==> src/rtl/imm_pkg.sv <==
//------------------------------------------------------------------------------
// Module   : imm_pkg
// Purpose  : Opcode constants and format codes shared by the immediate generator.
// Revision : 1.0 - initial release
//------------------------------------------------------------------------------
`default_nettype none

package imm_pkg;

    localparam int c_FMT_W = 3;

    localparam logic [6:0] c_OPC_OP     = 7'b0110011;
    localparam logic [6:0] c_OPC_LOAD   = 7'b0000011;
    localparam logic [6:0] c_OPC_JALR   = 7'b1100111;
    localparam logic [6:0] c_OPC_SYSTEM = 7'b1110011;
    localparam logic [6:0] c_OPC_OP_IMM = 7'b0010011;
    localparam logic [6:0] c_OPC_STORE  = 7'b0100011;
    localparam logic [6:0] c_OPC_BRANCH = 7'b1100011;
    localparam logic [6:0] c_OPC_LUI    = 7'b0110111;
    localparam logic [6:0] c_OPC_AUIPC  = 7'b0010111;
    localparam logic [6:0] c_OPC_JAL    = 7'b1101111;

    localparam logic [2:0] c_F3_SLL = 3'b001;
    localparam logic [2:0] c_F3_SRX = 3'b101;

    typedef enum logic [c_FMT_W-1:0] {
        FMT_R       = 3'd0,
        FMT_I       = 3'd1,
        FMT_S       = 3'd2,
        FMT_B       = 3'd3,
        FMT_U       = 3'd4,
        FMT_J       = 3'd5,
        FMT_SH      = 3'd6,
        FMT_ILLEGAL = 3'd7
    } fmt_t;

endpackage

`default_nettype wire

==> src/rtl/imm_decode.sv <==
//------------------------------------------------------------------------------
// Module   : imm_decode
// Purpose  : Combinational RV32I/RV64I immediate decode and sign extension.
// Revision : 1.0 - initial release
//------------------------------------------------------------------------------
`default_nettype none

module imm_decode
    import imm_pkg::*;
#(
    parameter int XLEN        = 32,
    parameter bit BYTE_OFFSET = 1'b1
) (
    input  logic [31:0]      i_instr,
    output logic [XLEN-1:0]  o_imm,
    output fmt_t             o_fmt
);

    logic [XLEN-1:0] w_imm_i;
    logic [XLEN-1:0] w_imm_s;
    logic [XLEN-1:0] w_imm_b;
    logic [XLEN-1:0] w_imm_u;
    logic [XLEN-1:0] w_imm_j;
    logic [XLEN-1:0] w_imm_sh;

    assign w_imm_i = {{(XLEN-12){i_instr[31]}}, i_instr[31:20]};
    assign w_imm_s = {{(XLEN-12){i_instr[31]}}, i_instr[31:25], i_instr[11:7]};

    generate
        if (BYTE_OFFSET) begin : g_byte_units
            assign w_imm_b = {{(XLEN-13){i_instr[31]}}, i_instr[31], i_instr[7],
                              i_instr[30:25], i_instr[11:8], 1'b0};
            assign w_imm_j = {{(XLEN-21){i_instr[31]}}, i_instr[31], i_instr[19:12],
                              i_instr[20], i_instr[30:21], 1'b0};
        end else begin : g_half_units
            assign w_imm_b = {{(XLEN-12){i_instr[31]}}, i_instr[31], i_instr[7],
                              i_instr[30:25], i_instr[11:8]};
            assign w_imm_j = {{(XLEN-20){i_instr[31]}}, i_instr[31], i_instr[19:12],
                              i_instr[20], i_instr[30:21]};
        end
    endgenerate

    // RV64 widens shamt to 6 bits; funct7 never leaks into the immediate.
    generate
        if (XLEN == 64) begin : g_xlen64
            assign w_imm_u  = {{(XLEN-32){i_instr[31]}}, i_instr[31:12], 12'h000};
            assign w_imm_sh = {{(XLEN-6){1'b0}}, i_instr[25:20]};
        end else begin : g_xlen32
            assign w_imm_u  = {i_instr[31:12], 12'h000};
            assign w_imm_sh = {{(XLEN-5){1'b0}}, i_instr[24:20]};
        end
    endgenerate

    always_comb begin
        o_imm = '0;
        o_fmt = FMT_ILLEGAL;
        case (i_instr[6:0])
            c_OPC_OP: begin
                o_fmt = FMT_R;
            end
            c_OPC_LOAD, c_OPC_JALR, c_OPC_SYSTEM: begin
                o_fmt = FMT_I;
                o_imm = w_imm_i;
            end
            c_OPC_OP_IMM: begin
                if ((i_instr[14:12] == c_F3_SLL) || (i_instr[14:12] == c_F3_SRX)) begin
                    o_fmt = FMT_SH;
                    o_imm = w_imm_sh;
                end else begin
                    o_fmt = FMT_I;
                    o_imm = w_imm_i;
                end
            end
            c_OPC_STORE: begin
                o_fmt = FMT_S;
                o_imm = w_imm_s;
            end
            c_OPC_BRANCH: begin
                o_fmt = FMT_B;
                o_imm = w_imm_b;
            end
            c_OPC_LUI, c_OPC_AUIPC: begin
                o_fmt = FMT_U;
                o_imm = w_imm_u;
            end
            c_OPC_JAL: begin
                o_fmt = FMT_J;
                o_imm = w_imm_j;
            end
            default: begin
                o_fmt = FMT_ILLEGAL;
                o_imm = '0;
            end
        endcase
    end

endmodule

`default_nettype wire

==> src/rtl/imm_gen_pipe.sv <==
//------------------------------------------------------------------------------
// Module   : imm_gen_pipe
// Purpose  : Registered immediate generator with ready/valid stage and 2-entry skid.
// Revision : 1.0 - initial release
//------------------------------------------------------------------------------
`default_nettype none

module imm_gen_pipe
    import imm_pkg::*;
#(
    parameter int XLEN        = 32,
    parameter int TAG_W       = 32,
    parameter bit BYTE_OFFSET = 1'b1
) (
    input  logic             clk_i,
    input  logic             rst_n_i,
    input  logic             flush_i,
    input  logic             in_valid_i,
    output logic             in_ready_o,
    input  logic [31:0]      instr_i,
    input  logic [TAG_W-1:0] tag_i,
    output logic             out_valid_o,
    input  logic             out_ready_i,
    output logic [XLEN-1:0]  imm_o,
    output logic [2:0]       fmt_o,
    output logic [TAG_W-1:0] tag_o
);

    localparam logic [1:0] c_ST_EMPTY = 2'd0;
    localparam logic [1:0] c_ST_ONE   = 2'd1;
    localparam logic [1:0] c_ST_FULL  = 2'd2;

    logic [1:0]       r_state;
    logic [1:0]       w_state_nxt;
    logic             r_out_valid;
    logic             r_in_ready;

    logic [XLEN-1:0]  r_out_imm;
    fmt_t             r_out_fmt;
    logic [TAG_W-1:0] r_out_tag;
    logic [XLEN-1:0]  r_skid_imm;
    fmt_t             r_skid_fmt;
    logic [TAG_W-1:0] r_skid_tag;

    logic [XLEN-1:0]  w_dec_imm;
    fmt_t             w_dec_fmt;

    logic             w_in_fire;
    logic             w_out_fire;
    logic             w_load_out;
    logic             w_load_skid;
    logic             w_skid_to_out;

    imm_decode #(
        .XLEN        (XLEN),
        .BYTE_OFFSET (BYTE_OFFSET)
    ) u_decode (
        .i_instr (instr_i),
        .o_imm   (w_dec_imm),
        .o_fmt   (w_dec_fmt)
    );

    assign w_in_fire  = in_valid_i & r_in_ready;
    assign w_out_fire = r_out_valid & out_ready_i;

    always_ff @(posedge clk_i or negedge rst_n_i) begin
        if (!rst_n_i) begin
            r_state     <= c_ST_EMPTY;
            r_out_valid <= 1'b0;
            r_in_ready  <= 1'b1;
        end else begin
            r_state     <= w_state_nxt;
            r_out_valid <= (w_state_nxt != c_ST_EMPTY);
            r_in_ready  <= (w_state_nxt != c_ST_FULL);
        end
    end

    // Flush takes priority over any transfer presented in the same cycle.
    always_comb begin
        w_state_nxt   = r_state;
        w_load_out    = 1'b0;
        w_load_skid   = 1'b0;
        w_skid_to_out = 1'b0;
        if (flush_i) begin
            w_state_nxt = c_ST_EMPTY;
        end else begin
            case (r_state)
                c_ST_EMPTY: begin
                    if (w_in_fire) begin
                        w_state_nxt = c_ST_ONE;
                        w_load_out  = 1'b1;
                    end
                end
                c_ST_ONE: begin
                    case ({w_in_fire, w_out_fire})
                        2'b11: w_load_out = 1'b1;
                        2'b01: w_state_nxt = c_ST_EMPTY;
                        2'b10: begin
                            w_state_nxt = c_ST_FULL;
                            w_load_skid = 1'b1;
                        end
                        default: w_state_nxt = c_ST_ONE;
                    endcase
                end
                c_ST_FULL: begin
                    if (w_out_fire) begin
                        w_state_nxt   = c_ST_ONE;
                        w_skid_to_out = 1'b1;
                    end
                end
                default: w_state_nxt = c_ST_EMPTY;
            endcase
        end
    end

    always_ff @(posedge clk_i or negedge rst_n_i) begin
        if (!rst_n_i) begin
            r_out_imm  <= '0;
            r_out_fmt  <= FMT_R;
            r_out_tag  <= '0;
            r_skid_imm <= '0;
            r_skid_fmt <= FMT_R;
            r_skid_tag <= '0;
        end else begin
            if (w_load_out) begin
                r_out_imm <= w_dec_imm;
                r_out_fmt <= w_dec_fmt;
                r_out_tag <= tag_i;
            end else if (w_skid_to_out) begin
                r_out_imm <= r_skid_imm;
                r_out_fmt <= r_skid_fmt;
                r_out_tag <= r_skid_tag;
            end
            if (w_load_skid) begin
                r_skid_imm <= w_dec_imm;
                r_skid_fmt <= w_dec_fmt;
                r_skid_tag <= tag_i;
            end
        end
    end

    assign in_ready_o  = r_in_ready;
    assign out_valid_o = r_out_valid;
    assign imm_o       = r_out_imm;
    assign fmt_o       = r_out_fmt;
    assign tag_o       = r_out_tag;

endmodule

`default_nettype wire

==> config.mk <==
export PLATFORM = sky130hd
export DESIGN_NAME = imm_gen_pipe
export DESIGN_NICKNAME = d
export VERILOG_FILES = /design/src/rtl/imm_pkg.sv /design/src/rtl/imm_decode.sv /design/src/rtl/imm_gen_pipe.sv
export SDC_FILE = /design/constraint.sdc
export NUM_CORES = 1
export LEC_CHECK = 0
export ABC_CLOCK_PERIOD_IN_PS = 3000
export CAP_MARGIN = 25
export CORE_ASPECT_RATIO = 1.2
export CORE_MARGIN = 2
export CORE_UTILIZATION = 25
export DETAILED_ROUTE_END_ITERATION = 10
export RECOVER_POWER = 100
export SETUP_SLACK_MARGIN = 0.02
export SKIP_LAST_GASP = 1
export SYNTH_ARGS = -nofsm -noshare
export SYNTH_HDL_FRONTEND = slang
export SYNTH_SLANG_ARGS = --single-unit
==> constraint.sdc <==
create_clock -name clk_i -period 3 [get_ports clk_i]
set_input_delay 0.3 -clock clk_i [delete_from_list [all_inputs] [get_ports clk_i]]
set_output_delay 0.3 -clock clk_i [all_outputs]
set_load 0.05 [all_outputs]
# After elaboration in Yosys (flattened, before gate mapping)
# Cells that the tools add are included.
# W data, S select, Z words.
[word_totals] ff_bits=138 latch_bits=0 ram_bits=0 mem_bits_ro=0 out_inout_bits=69 wordCells=60 memories=0
[op_classes] addsub=0 n_mul=0 n_div=0 n_lt_le_gt_ge=0 eq_ne=18 shifts=0 muxes=25 bitwise=2 reduce_logical=6
[op_table] operator="$pmux W32 S6" n=1
[op_table] operator="$mux W32" n=5
[op_table] operator="$eq A7 B7 Y1 const B" n=4
[op_table] operator="$eq A7 B6 Y1 const B" n=3
[op_table] operator="$pmux W3 S7" n=1
[op_table] operator="$eq A7 B5 Y1 const B" n=2
[op_table] operator="$pmux W2 S3" n=2
[op_table] operator="$mux W1" n=9
[op_table] operator="$mux W3" n=3
[op_table] operator="$eq A7 B2 Y1 const B" n=1
[op_table] operator="$eq A2 B2 Y1 const B" n=3
[op_table] operator="$mux W2" n=3
[op_table] operator="$eq A2 B1 Y1 const B" n=2
[op_table] operator="$reduce_bool A2 Y1" n=2
[op_table] operator="$eq A3 B1 Y1 const B" n=1
[op_table] operator="$eq A3 B3 Y1 const B" n=1
[op_table] operator="$reduce_or A3 Y1" n=1
[op_table] operator="$and A1 B1 Y1" n=2
[op_table] operator="$logic_not A2 Y1" n=1
[op_table] operator="$ne A2 B2 Y1 const B" n=1
[op_table] operator="$pmux W1 S2" n=1
[op_table] operator="$reduce_or A2 Y1" n=1
[op_table] operator="$logic_or A1 B1 Y1" n=1

# Longest topological paths before layout
[logic_depth] ltp_word=6 ltp_mapped=8

# Modules after synthesis
# A second synthesis with hierarchy kept.
[hier_totals] cells_unflattened=515 area_unflattened_um2=6351.1
[modules_own_cells] module="imm_gen_pipe" n_inst=1 cells_each=397 area_per_inst_um2=5636.7 seq_area_each_um2=3454.6
[modules_own_cells] module="imm_decode" n_inst=1 cells_each=118 area_per_inst_um2=714.4 seq_area_each_um2=0.0

# Least setup slack after synthesis
# No wires, ideal clock.
[synth_path] path_kind="register to register" start="reg r_out_valid, in the netlist out_valid_o" end="reg r_out_imm[30], in the netlist imm_o[30]" setup_ps=126 t_arrival_ps=2007 required_ps=2874 slack_ps=867 path_stages_with_launch=7 n_path_buf=2 synth_period_minus_slack_ps=2133 path_cell_list="dfrtp_1 -> nand2_1 -> or2_2 -> clkbuf_1 -> a21o_1 -> buf_2 -> a221o_1"
[synth_between] elab_chain_len=6 word_cells_on_any_way=10 cone_classes="eq/ne (1); mux (7); bitwise (1); reduce/logical (1)"
[synth_rtl] item="from (decl)" line_no="imm_gen_pipe.sv:35" source="logic r_out_valid;"
[synth_rtl] item="from (signal assigned)" line_no="imm_gen_pipe.sv:73" source="r_out_valid <= (w_state_nxt != c_ST_EMPTY);"
[synth_rtl] item="$and A1 B1 Y1 (*)" line_no="imm_gen_pipe.sv:64" source="assign w_out_fire = r_out_valid & out_ready_i;"
[synth_rtl] item="$eq A2 B2 Y1" line_no="imm_gen_pipe.sv:95" source="case ({w_in_fire, w_out_fire})"
[synth_rtl] item="$mux W1" line_no="imm_gen_pipe.sv:95"
[synth_rtl] item="$pmux W1 S2" line_no="imm_gen_pipe.sv:87" source="case (r_state)"
[synth_rtl] item="$mux W1" line_no="imm_gen_pipe.sv:84" source="if (flush_i) begin"
[synth_rtl] item="$mux W32 or $reduce_bool A2 Y1 (tied branches)"
[synth_rtl] item="to (signal assigned)" line_no="imm_gen_pipe.sv:126" source="r_out_imm <= w_dec_imm;"
[synth_rtl] item="to (signal assigned)" line_no="imm_gen_pipe.sv:130" source="r_out_imm <= r_skid_imm;"
[synth_rtl] item="to (decl)" line_no="imm_gen_pipe.sv:38" source="logic [XLEN-1:0] r_out_imm;"
# Every way passes the cells marked *; elsewhere a longest branch is shown, timed or not.
# A chain may end at the register's enable or synchronous reset.

# Worst setup path in the final report
[layout_path] start="reg r_out_valid, in the netlist out_valid_o" end="reg r_out_imm[2], in the netlist imm_o[2]"
# The elaborated chain is that of the path after synthesis.

==> impl_metrics.prom <==
# TYPE chip_impl_metric gauge
chip_impl_metric{name="first_global_vias",unit=""} 5494
chip_impl_metric{name="finalNonFillerCells",unit=""} 1111
chip_impl_info{name="synth_top_flop_cell",value="sky130_fd_sc_hd__dfrtp_1"} 1
chip_impl_metric{name="floorplan.rows",unit=""} 63
chip_impl_info{name="worst_hold_startpoint",value="flush_i"} 1
chip_impl_metric{name="layout.filler_cells",unit=""} 2502
chip_impl_info{name="r2r-end",value="imm_o[2]"} 1
chip_impl_metric{name="buffers_on_ports",unit=""} 137
chip_impl_metric{name="htree_levels",unit=""} 4
chip_impl_metric{name="drv_cap",unit=""} 1
chip_impl_info{name="critical_path_cell_by_cell",value="nand2_1, a21o_1, buf_4, a21oi_4, buf_4, o32ai_1, a21oi_1"} 1
chip_impl_metric{name="finalNetCount",unit=""} 843
chip_impl_metric{name="worst_setup_hold_path_clk_slew",unit="ps"} 70
chip_impl_metric{name="routabilityCongestion",unit=""} 0.805
chip_impl_metric{name="chipWidth",unit="µm"} 149
chip_impl_metric{name="maximum_number_of_pins_on_one_net_before_global_route_repair",unit=""} 64
chip_impl_metric{name="design.core.area",unit="µm²"} 24800
chip_impl_metric{name="tightestPinTransition",unit="ps"} 1630
chip_impl_metric{name="placed_cells_incl_taps",unit=""} 1078
chip_impl_metric{name="tritoncts.num_buffers",unit=""} 17
chip_impl_info{name="critPathLaunchType",value="register"} 1
chip_impl_metric{name="initial_core_util",unit=""} 0.255
chip_impl_info{name="post-synth-top-area-cell",value="sky130_fd_sc_hd__dfrtp_1"} 1
chip_impl_metric{name="post-route-min-period",unit="ps"} 2440
chip_impl_metric{name="leakage",unit="nW"} 3.60
chip_impl_info{name="layout_commonest_cell",value="sky130_fd_sc_hd__nand2_1"} 1
chip_impl_info{name="timing.critical_path.to_type",value="register"} 1
chip_impl_info{name="slowest_stage",value="sky130_fd_sc_hd__a21o_1"} 1
chip_impl_metric{name="layout_worst_path_cycle_share",unit=""} 0.812
chip_impl_metric{name="ys_async_sr_fraction",unit=""} 1.00
chip_impl_metric{name="synth_seq_cells",unit=""} 138
chip_impl_metric{name="yosysSeqAreaShare",unit=""} 0.547
chip_impl_info{name="failing_checks",value="capacitance limit, slew limit"} 1
chip_impl_info{name="crit_path_frequent_cell",value="sky130_fd_sc_hd__buf_4"} 1
chip_impl_info{name="worstHoldEndpoint",value="imm_o[23]"} 1
chip_impl_metric{name="timing.final.setup_violations",unit=""} 0
chip_impl_metric{name="drive_gt1_frac",unit=""} 0.0967
chip_impl_metric{name="gr-total-overflow",unit=""} 0
chip_impl_metric{name="cp_data_required_time",unit="ps"} 3290
chip_impl_info{name="layout_common_cells",value="sky130_fd_sc_hd__nand2_1 (173), sky130_fd_sc_hd__dfrtp_1 (137), sky130_fd_sc_hd__dlygate4sd3_1 (71)"} 1
chip_impl_metric{name="wl",unit="mm"} 18.7
chip_impl_metric{name="route.antenna.remaining_nets",unit=""} 0
chip_impl_metric{name="dr_pass1_iterations",unit=""} 5
chip_impl_metric{name="fmax",unit="GHz"} 0.411
chip_impl_metric{name="mappedNetlistArea",unit="µm²"} 6320
chip_impl_metric{name="clock_sink_count",unit=""} 138
chip_impl_metric{name="hpwl",unit="mm"} 12.7
chip_impl_metric{name="worst_ir_drop_vdd",unit="µV"} 305
chip_impl_info{name="worstSetupPathType",value="reg -> reg"} 1
chip_impl_metric{name="powerDensity",unit="nW/µm²"} 777
chip_impl_metric{name="drt-wirelength-per-cell",unit="µm"} 16.8
chip_impl_metric{name="initial_antenna_violation_count",unit=""} 0
chip_impl_metric{name="synth-edff-count",unit=""} 0
chip_impl_metric{name="cts_post_setup_buffers_inserted",unit=""} 0
chip_impl_metric{name="cp_data_arrival_time",unit="ps"} 2720
chip_impl_metric{name="final_cell_area",unit="µm²"} 8640
chip_impl_metric{name="dpl_cell_area",unit="µm²"} 8090
chip_impl_info{name="post_synth_main_area_contributors",value="sky130_fd_sc_hd__dfrtp_1 (54%), sky130_fd_sc_hd__nand2_1 (10%), sky130_fd_sc_hd__o22a_1 (9.0%), sky130_fd_sc_hd__a21oi_1 (3.7%), sky130_fd_sc_hd__o21ai_0 (2.0%)"} 1
chip_impl_metric{name="postSynthNetCount",unit=""} 713
chip_impl_metric{name="synth_cell_types",unit=""} 54
chip_impl_metric{name="clk_path_buf_depth",unit=""} 2
chip_impl_info{name="status",value="complete, but fails checks"} 1
chip_impl_metric{name="max_slew_margin",unit=""} -0.0870
chip_impl_metric{name="tns",unit="ps"} 0
chip_impl_metric{name="hold-path-cell-count",unit=""} 3
chip_impl_metric{name="rrSetupSlack",unit="ps"} 560
chip_impl_metric{name="report.final.hold_viol_count",unit=""} 0
chip_impl_metric{name="detail_route.drc_violations",unit=""} 0
chip_impl_metric{name="drt_via_density",unit=""} 4.84
chip_impl_metric{name="die_h",unit="µm"} 178
chip_impl_info{name="cts_tree",value="yes"} 1
chip_impl_metric{name="num_vias",unit=""} 5382
chip_impl_metric{name="synth_warnings",unit=""} 0
chip_impl_metric{name="grt_pass1_wl",unit="mm"} 30.3
chip_impl_metric{name="syn-instance-count",unit=""} 643
chip_impl_metric{name="synth.top_cell.area_share",unit=""} 0.543
chip_impl_info{name="hold_path.class",value="in -> reg"} 1
chip_impl_metric{name="worstSkewPairLatency",unit="ps"} 420
chip_impl_metric{name="dr.first_iter.drc_count",unit=""} 317
chip_impl_metric{name="antenna-diode-count",unit=""} 0
chip_impl_metric{name="global_routing_usage_summed_across_all_routing_layers",unit=""} 0.146
chip_impl_metric{name="timing.clock.skew",unit="ps"} 9.22
chip_impl_metric{name="reg2reg_depth",unit=""} 7
chip_impl_metric{name="crit_fanout",unit=""} 33
chip_impl_info{name="clockRootBuffer",value="sky130_fd_sc_hd__clkbuf_16"} 1
chip_impl_metric{name="timing_max_transition_violations_final",unit=""} 63
chip_impl_info{name="worst_r2r_startpoint",value="out_valid_o"} 1
chip_impl_metric{name="ioPinCount",unit=""} 138
chip_impl_info{name="rsz_0062_raised_after_global_routing",value="no"} 1
chip_impl_metric{name="postSynthAreaPerCell",unit="µm²"} 9.82
chip_impl_metric{name="synth_to_final_area_change",unit="%"} 36.8
chip_impl_metric{name="floorplan.die_area",unit="µm²"} 26600
chip_impl_metric{name="timing.critical_path.slowest_cell_delay",unit="ps"} 560
-- state kept, by name, indices dropped and copies added, names as in the netlist --
signal       cells
fmt_o            3
out_valid_o      1
r_state          2
r_skid_tag      32
r_skid_fmt       3
in_ready_o       1
imm_o           32
tag_o           32
r_skid_imm      32
-- cell type report --
type,count,area [µm²],area share
timing repair buffer,161,1570,0.182
clock inverter,15,149,0.0172
inverter,3,11.3,0.00130
clock buffer,17,425,0.0492
multi-input combinational,452,2620,0.304
sequential,138,3450,0.400
tap,325,407,0.0471
-- how the worst max path moves through the flow --
| stage | endpoint | start | slack (ps) | depth (start not counted) |
|---|---|---|---|---|
| after global routing | r_skid_tag[12] | out_valid_o | 360 | 6 |
| final | imm_o[2] | out_valid_o | 560 | 7 |
| after detailed placement | imm_o[12] | out_ready_i | 450 | 8 |
| after global placement | imm_o[17] | instr_i[2] | 450 | 7 |
| after CTS | imm_o[2] | out_valid_o | 750 | 7 |
| after floorplan | imm_o[30] | out_valid_o | 870 | 6 |
-- through the flow --
| step | setup WS, ps | total power [mW] | util | hold WS, ps |
|---|---|---|---|---|
| after global routing | 361 | 7.07 | 0.349 | 426 |
| after global placement | 448 | 4.75 | 0.327 | 335 |
| final | 565 | 6.71 | 0.349 | 405 |
| after detailed placement | 445 | 4.80 | 0.327 | 332 |
| after CTS | 747 | 6.88 | 0.350 | 373 |
| after floorplan | 867 | 4.00 | - | 4.41 |
-- worst max-delay path: cells and delay by family, from the launching register on --
family,cells,cell delay (ps)
buf+inv,2,730
compound gates,4,910
simple gates,1,240
flops,1,400
-- synth_stat cells (all sizes together), types with 3 or more instances --
library cell  number
a211oi             3
a21o               3
a21oi             56
a221o             12
a22oi             12
a31oi             10
buf               23
clkbuf            27
dfrtp            137
inv                3
nand2            173
nand2b             3
nand3b             3
nor2              27
nor2b              3
nor3               4
o21ai             27
o22a              65
o22ai             11
o32ai              4
or2                4
or3                3
-- report_power, final --
group | switching, mW | internal, mW
clock | 0.939 | 1.11
sequential | 0.289 | 2.38
combinational | 1.28 | 0.723
total | 2.50 | 4.21
-- logic make-up (layout without fill, tap and decap cells) --
group,after synthesis,count (layout),synth area share
simple gates,236,236,0.162
compound gates,213,213,0.249
flops,138,138,0.547
buf+inv,53,196,0.0374
xor+xnor,2,2,0.00277
fa+ha+maj,1,1,0.00198
-- layer usage --
metal / part of all wire / track usage / up-vias
li1: - / - / 2575
met1: 0.45 / 0.189 / 2666
met2: 0.49 / 0.248 / 129
met3: 0.044 / 0.0286 / 12
met4: 0.011 / 0.0448 / 0
met5: 0 / 0 / -
-- repair_timing --
| item | CTS | global route |
|---|---|---|
| hold buffers | 1 | 0 |
| hold endpoints to repair | 61 | 0 |
| gates resized for setup | 0 | 0 |
Power figures use the tool's default switching activity.
